===== src/rtl/screen_line_fetcher.sv =====
// screen_line_fetcher: fetches one Hack screen row from SDRAM via ram_manager's
// command FIFO into a ping-pong line buffer; the VGA side reads the other bank.
// Optional build macro LINE_TIMEOUT_EN adds a per-line cycle watchdog.
module screen_line_fetcher #(
  parameter int unsigned SCREEN_BASE    = 16384,
  parameter int unsigned WORDS_PER_LINE = 32,
  parameter int unsigned TIMEOUT        = 4095
) (
  input  logic        clk100_0ds,
  input  logic        reset,
  input  logic        line_req,
  input  logic [7:0]  line_num,
  output logic [19:0] sdram_buffer_addr_in,
  output logic [15:0] sdram_buffer_data_in,
  output logic        sdram_buffer_rw_in,
  output logic        sdram_buffer_wrreq,
  input  logic        sdram_buffer_full,
  input  logic [15:0] data_output,
  input  logic [19:0] current_address,
  input  logic [4:0]  pix_word_addr,
  output logic [15:0] pix_word,
  output logic        line_busy,
  output logic        line_err
);

  localparam int unsigned    IW       = $clog2(WORDS_PER_LINE);
  localparam int unsigned    CW       = IW + 1;
  localparam logic [19:0]    BASE20   = 20'(SCREEN_BASE);
  localparam logic [19:0]    LAST_OFS = 20'(WORDS_PER_LINE - 1);
  localparam logic [CW-1:0]  LAST_CNT = CW'(WORDS_PER_LINE - 1);

  typedef enum logic [1:0] {ST_IDLE, ST_ISSUE, ST_WAIT, ST_DONE} state_t;

  state_t        state_q, state_d;
  logic [19:0]   base_q, base_d;
  logic [19:0]   addr_q, addr_d;
  logic [19:0]   prev_q, prev_d;
  logic [CW-1:0] issue_cnt_q, issue_cnt_d;
  logic [CW-1:0] rx_cnt_q, rx_cnt_d;
  logic          fill_bank_q, fill_bank_d;
  logic          err_q, err_d;
  logic [15:0]   pix_word_q, pix_word_d;
`ifdef LINE_TIMEOUT_EN
  localparam logic [11:0] TMO = 12'(TIMEOUT);
  logic [11:0]   tmo_q, tmo_d;
`endif

  logic [15:0]   line_mem [2*WORDS_PER_LINE];
  logic          wr_en;
  logic [IW-1:0] wr_idx;
  logic          push;
  logic          busy;
  logic          in_range;
  logic [19:0]   row_base;

  assign busy     = (state_q == ST_ISSUE) || (state_q == ST_WAIT);
  assign in_range = (current_address >= base_q) && (current_address <= base_q + LAST_OFS);
  assign row_base = BASE20 + (20'(line_num) << IW);

  // Next-state, push generation, capture and line-start handling
  always_comb begin
    state_d     = state_q;
    base_d      = base_q;
    addr_d      = addr_q;
    prev_d      = prev_q;
    issue_cnt_d = issue_cnt_q;
    rx_cnt_d    = rx_cnt_q;
    fill_bank_d = fill_bank_q;
    err_d       = err_q;
    wr_en       = 1'b0;
    wr_idx      = current_address[IW-1:0];
    push        = 1'b0;
    pix_word_d  = line_mem[{~fill_bank_q, pix_word_addr[IW-1:0]}];
`ifdef LINE_TIMEOUT_EN
    tmo_d       = tmo_q;
`endif

    unique case (state_q)
      ST_ISSUE: begin
        // Push is combinational on full so a full FIFO is never overrun;
        // reset and an incoming line_req both suppress it immediately.
        if (!sdram_buffer_full && !line_req && !reset) begin
          push        = 1'b1;
          issue_cnt_d = issue_cnt_q + CW'(1);
          if (issue_cnt_q == LAST_CNT) state_d = ST_WAIT;
          else                         addr_d  = addr_q + 20'd1;
        end
      end
      ST_DONE: state_d = ST_IDLE;
      default: ;
    endcase

    // Any address change is tracked; only in-row changes are captured
    if (busy && (current_address != prev_q)) begin
      prev_d = current_address;
      if (in_range) begin
        wr_en    = 1'b1;
        rx_cnt_d = rx_cnt_q + CW'(1);
        if (rx_cnt_q == LAST_CNT) state_d = ST_DONE;
      end
    end

`ifdef LINE_TIMEOUT_EN
    if (busy) begin
      tmo_d = tmo_q + 12'd1;
      if ((tmo_d == TMO) && (state_d != ST_DONE)) begin
        err_d   = 1'b1;
        state_d = ST_DONE;
      end
    end
`endif

    // A new line overrides everything above, including a final capture
    if (line_req) begin
      if (busy) err_d = 1'b1;
      fill_bank_d = ~fill_bank_q;
      base_d      = row_base;
      addr_d      = row_base;
      prev_d      = current_address;
      issue_cnt_d = '0;
      rx_cnt_d    = '0;
      wr_en       = 1'b0;
      state_d     = ST_ISSUE;
`ifdef LINE_TIMEOUT_EN
      tmo_d       = '0;
`endif
    end
  end

  // Control and status registers
  always_ff @(posedge clk100_0ds) begin
    if (reset) begin
      state_q     <= ST_IDLE;
      base_q      <= '0;
      addr_q      <= '0;
      prev_q      <= '0;
      issue_cnt_q <= '0;
      rx_cnt_q    <= '0;
      fill_bank_q <= 1'b0;
      err_q       <= 1'b0;
      pix_word_q  <= '0;
`ifdef LINE_TIMEOUT_EN
      tmo_q       <= '0;
`endif
    end else begin
      state_q     <= state_d;
      base_q      <= base_d;
      addr_q      <= addr_d;
      prev_q      <= prev_d;
      issue_cnt_q <= issue_cnt_d;
      rx_cnt_q    <= rx_cnt_d;
      fill_bank_q <= fill_bank_d;
      err_q       <= err_d;
      pix_word_q  <= pix_word_d;
`ifdef LINE_TIMEOUT_EN
      tmo_q       <= tmo_d;
`endif
    end
  end

  // Line buffer write port (contents are not reset)
  always_ff @(posedge clk100_0ds) begin
    if (wr_en && !reset) line_mem[{fill_bank_q, wr_idx}] <= data_output;
  end

  assign sdram_buffer_addr_in = addr_q;
  assign sdram_buffer_data_in = 16'h0000;
  assign sdram_buffer_rw_in   = 1'b0;
  assign sdram_buffer_wrreq   = push;
  assign pix_word             = pix_word_q;
  assign line_busy            = busy;
  assign line_err             = err_q;

endmodule

===== config.mk =====
export PLATFORM = sky130hd
export DESIGN_NAME = screen_line_fetcher
export DESIGN_NICKNAME = d
export VERILOG_FILES = /design/src/rtl/screen_line_fetcher.sv
export SDC_FILE = /design/constraint.sdc
export NUM_CORES = 1
export LEC_CHECK = 0
export CAP_MARGIN = 20
export CORE_MARGIN = 2
export CORE_UTILIZATION = 39
export CTS_CLUSTER_DIAMETER = 30
export DETAILED_ROUTE_END_ITERATION = 16
export PLACE_DENSITY_LB_ADDON = 0.1
export SLEW_MARGIN = 20
export SYNTH_ARGS = -nofsm -noshare
export SYNTH_HDL_FRONTEND = slang
export SYNTH_SLANG_ARGS = --single-unit

===== constraint.sdc =====
create_clock -name clk100_0ds -period 4 [get_ports clk100_0ds]
set_input_delay 0.4 -clock clk100_0ds [delete_from_list [all_inputs] [get_ports clk100_0ds]]
set_output_delay 0.4 -clock clk100_0ds [all_outputs]
set_load 0.02 [all_outputs]

* Word level (Yosys, flattened, before mapping) *
Memories as Yosys holds them, arrays and structs flattened. A register that Yosys moved wholly into a read port is not among the register bits.
Cells that the tools add are included.

storage, ports and cells
  output and inout bits = 56
  memories kept = 1
  bits in writable memories = 1024
  bits in registers = 76
  memory bits (read-only) = 0
  latch bits = 0
  logic and storage cells = 62
  input bits = 53

memory list
  memory    depth  bits a word  rd ports  clocked after Yosys merged registers in  write ports  line  RTL
  line_mem  64     16           1         1                                        1            48    logic [15:0] line_mem [2*WORDS_PER_LINE];

operators by class
  order comparisons = 2
  multiply operators = 0
  equality and inequality tests = 7
  divide/modulo/power cells = 0
  shifts and indexed selects = 0
  reductions and logical operators = 17
  muxes and demuxes = 20
  bitwise logic cells = 1
  add/subtract/negate cells = 5

operator list
  kind                                            count
  2-to-1 mux 20 bit                               6
  adder 20 x 1 -> 20 bit (second input constant)  1
  adder 20 x 5 -> 20 bit (second input constant)  1
  >= comparator 20 bit                            1
  <= comparator 20 bit                            1
  != test 20 bit                                  1
  adder 15 x 13 -> 16 bit (first input constant)  1
  adder 6 x 1 -> 6 bit (second input constant)    2
  == test 6 x 5 -> 1 bit (second input constant)  2
  2-to-1 mux 2 bit                                5
  2-to-1 mux 1 bit                                8
  AND reduction 2 bit                             3
  nonzero test 2 bit                              3
  logical AND 1 bit                               5
  == test 2 bit (second input constant)           2
  case mux 2 bit (2 select lines)                 1
  logical NOT 1 bit                               3
  AND reduction 3 bit                             1
  == test 2 x 1 -> 1 bit (second input constant)  1
  != test 2 bit (second input constant)           1
  OR reduction 2 bit                              1
  logical OR 1 bit                                1
  NOT 1 bit                                       1

* Longest topological paths before layout *
  word-level depth = 9
  gate-level depth with buffers = 10
  mapped depth without buffers = 9

* Least setup slack after synthesis *
No wires, ideal clock.

  path kind = in2reg
  start point = in current_address[13]
  end point = mem line_mem[27][0] (enable)
  data arrival time = 3.417 ns
  stages = 7
  slack = 0.153 ns
  required time = 3.570 ns
  setup time = 0.430 ns
  path buffers = 1
  cell sequence = or4_4 nor4_4 nand2_1 a21oi_4 nand2_4 buf_2 nor4_1

between the ends
  word-level cells in the longest chain between the ends = 8
  elaborated cells between the ends (all ways) = 11
  those cells by class = order compare (2); eq/ne (1); mux (5); reduce/logical (3)

RTL lines
  item                                                                 line  RTL
  from (decl)                                                          19    input logic [19:0] current_address,
  >= comparator 20 bit / <= comparator 20 bit (equally long branches)  57    assign in_range = (current_address >= base_q) && (current_address <= base_q + LAST_OFS);
  logical AND 1 bit                                                    57
  2-to-1 mux 1 bit                                                     96    if (in_range) begin
  2-to-1 mux 1 bit (*)                                                 94    if (busy && (current_address != prev_q)) begin
  2-to-1 mux 1 bit (*)                                                 114   if (line_req) begin
  logical AND 1 bit (*)                                                163   if (wr_en && !reset) line_mem[{fill_bank_q, wr_idx}] <= data_output;
  2-to-1 mux 1 bit (*)                                                 163
  2-to-1 mux 1 bit (not written as such) (*)                           163
  to (decl)                                                            48

Every way passes the cells marked *; elsewhere a longest branch is shown, timed or not.

* Final worst setup path *
  start point = reg state_q[0]
  end point = out sdram_buffer_wrreq

between the ends
  word-level cells in the longest chain between the ends = 2

RTL lines
  item                    line  RTL
  from (decl)             34    state_t state_q, state_d;
  from (signal assigned)  146   state_q <= state_d;
  == test 2 x 1 -> 1 bit  78    unique case (state_q)
  2-to-1 mux 1 bit        78
  to (decl)               16    output logic sdram_buffer_wrreq,

No other way between the ends.

==> summary.txt <==
Yosys
  • Yosys warns: 0
  • Post-synth ARST share: 0
  • Seq/Total Area, Yosys: 0.748
  • Synth Register Bits: ~1100
  • Synth area leader: edfxtp_1
  • Largest cells by area after synthesis: edfxtp_1 (71%), mux4_2 (14%), dfxtp_1 (3.7%)
  • Mapped Area: roughly 0.043 sq mm
  • Number of synthesized flops with an enable pin: 1024
  • Top-count cell post-synth: edfxtp_1
  • Top cells by count, synth: edfxtp_1 (1024), mux4_2 (264), mux2i_1 (119)
  • Mean post-synth cell area: 20.3 sq um
  • Cell count after synthesis: 2135
  • Predominant post-synthesis flop cell: edfxtp_1
  • Share of the synthesized area in the top cell type: 0.711
  • Synth cell types: 54

Finish
  • Final #Nets: 2551
  • Sequential cell area: between 0.03 and 0.04 sq mm
  • Area Growth Syn to Fin: 26.7%
  • Fillers: ~8900
  • Area of the multi-input gates: about 0.011 sq mm
  • Share of cells above drive strength 1: 0.335
  • Final Cell Area: 0.0548 sq mm

STA
  • Setup Skew: a little under 0.03 ns
  • Maximum clock rate: slightly above 300 MHz
  • Fin. max-slew vios: 0
  • Slew @ Worst Pin: between 1 and 1.5 ns
  • RSZ-0062 raised after global routing: no
  • Tcrit/Tclk final: 0.812
  • Hold Slack: between 0.1 and 0.15 ns
  • Setup Viol. Count Final: 0
  • Tmin final: 3.25 ns
  • Setup TNS: 0 ns
  • Count of final hold-check violations: 0
  • Relative slew slack: 0.262

Clock tree
  • Skew-Pair Late Insertion Delay: around 0.8 ns
  • CTS Buf Count: between 200 and 250
  • CTS tree: yes
  • Clk sinks: 1105
  • CTS HTree Levels: 4
  • Cts repair resizes: 0
  • Clock Tree Buf Depth: 3
  • Clk slew on worst S/H paths: around 0.050 ns
  • Postcts setup bufs: 0
  • CTS Root Cell: clkbuf_16

Power and ir drop
  • Sw power: ~0.0071 W
  • Part of the power in registers: 0.388
  • Int Pwr: between 0.02 and 0.03 W
  • Leak: between 15 and 20 nW
  • Clock power share: 0.568
  • Combinational share of power: 0.044
  • PD cells: about 600 mW/mm^2
  • Sw Ratio: 0.218
  • Worst IR Drop VDD: 0.400 mV

GRT
  • Global-route wire length before repair: 169 mm
  • Total global-route track usage: 0.212
  • Largest net degree at the start of global routing: 65
  • GRT Residual Overflow: 0
  • Antenna violations before repair: 5
  • Number of global-route vias before repair: between 20000 and 25000

Worst setup path
  • R2R Path Start: base_q[7]
  • Worst EP required: 3.60 ns
  • R2r worst-path depth: 10
  • Worst Setup SP: state_q[0]
  • CP Class: flop to output pin
  • Critical Path Fanout Max: 8
  • WP data arrival: approximately 2.9 ns
  • CP Launch Type: flop
  • CP Capture Type: output pin

Drt
  • Initial DRC count: 2151
  • DR WL/cell: between 20 and 30 um
  • Final ANT Viol Nets: 0
  • Routed WL: ~120 mm
  • DR pass1 iterations: 5
  • DR DRC count: 0
  • DR vias: 22500
  • Vias per cell: roughly 5.4

Floorplan
  • Core ar.: 0.110 sq mm
  • Row cnt: around 120
  • Die W: ~340 um
  • Chip height: approximately 340 um
  • Die area: about 0.11 sq mm
  • Initial Util: 0.392
  • Top-level port count: 109

Flow run
  • MaxCap Viol Count: 0

Min path
  • Worst hold stages: 1
  • Hold crit path type: primary input to flop
  • HP Start: data_output[10]

Run status
  • Status: finished, final reports clean

Placed design
  • Input/output buffers: 91
  • Post-detail-place hpwl: between 70 and 80 mm
  • GPL Wtd Cong: between 0.9 and 1
  • DP Area: around 0.047 sq mm
==> placed cells by master (no fill, tap or decap), types with 15 or more instances in the layout <==
cell and count:
edfxtp_1 1024, mux4_2 264, clkbuf_16 222, buf_4 167, mux2i_1 119, dfxtp_1 80, clkdlybuf4s50_1 71, nand2_1 62
a21oi_1 52, a22oi_1 49, nor2_1 37, o21ai_0 36, nand3_1 34, bufinv_16 33, nor3_2 32, clkinv_2 32
xnor2_1 29, nor4_2 28, clkinv_1 25, clkinv_4 25, clkbuf_1 23, inv_6 19, clkinvlp_4 19, conb_1 17
nand4_1 16, inv_1 15, xor2_1 15, ha_1 15
==> power by group through the flow <==
stage | clock [W] | sequential, W | combinational, W
4_1_cts | 0.0189 | 0.0127 | 0.00147
6_report | 0.0186 | 0.0127 | 0.00145
5_1_grt | 0.0195 | 0.0127 | 0.00153
3_5_place_dp | 0 | 0.0130 | 0.00147
3_3_place_gp | 0 | 0.0130 | 0.00145
2_1_floorplan | 0 | 0.0130 | 0.000702
==> what timing repair did <==
item,4_1_cts,5_1_grt
endpoints found under the setup margin,0,0
hold buffers,1,0
endpoints found under the hold margin,1,0
==> layout make-up <==
class                   count  area share
diodes                      2   0.0000913
clock buffers             252       0.105
clock inverters           162      0.0359
inverters                  17     0.00116
multi-input cells         884       0.193
flip-flops and latches   1105       0.591
well taps                1488      0.0340
repair buffers            257      0.0404
==> sequential cells by signal, summed over array words and instances, names as in the netlist <==
name and count:
state_q 2, prev_q 20, fill_bank_q 1, rx_cnt_q 6
pix_word 16, line_mem 1024, line_err 1, issue_cnt_q 6
sdram_buffer_addr_in 20, base_q 9
==> through the flow <==
step	std cells	util	power, W	setup WS (ns)
global placement	3750	0.427	0.0144	0.432
finish	4167	0.497	0.0328	0.750
floorplan	2151	-	0.0137	0.153
global route	4165	0.497	0.0337	0.566
detailed placement	3750	0.427	0.0144	0.492
CTS	4165	0.497	0.0331	0.647
==> path summary, 6_finish.rpt <==
path | endpoint | slack, ns
worst min-delay path | line_mem[13][10] | 0.11
worst max register to register | line_mem[22][15] | 1.08
worst min register to register | base_q[7] | 0.46
worst max-delay path | sdram_buffer_wrreq | 0.75
==> per-layer routing <==
layer  part of all wire  global-route usage  routed length (um)  up-vias
met4              0.024              0.0662                2840        0
met1               0.44               0.296               52300    12000
met5                  0                   0                   0        -
li1                   -                   -                   -     9610
met3              0.062              0.0477                7300      165
met2               0.47               0.331               56000      732
==> logic make-up after synthesis <==
group                    synth area share
flip-flops                          0.748
multiplexers                        0.165
AND/OR/NAND/NOR                    0.0315
AO/OA/AOI/OAI                      0.0250
buffers and inverters              0.0170
XOR/XNOR                          0.00891
adder cells (fa/ha/maj)           0.00434
other                           0.0000867
==> critical path: stages (launching register included) <==
cell	delay [ns]
dfxtp_1	0.39
ha_1	0.19
or4b_1	0.60
clkinv_1	0.23
clkdlybuf4s50_1	0.66
Power figures use the tool's default switching activity.
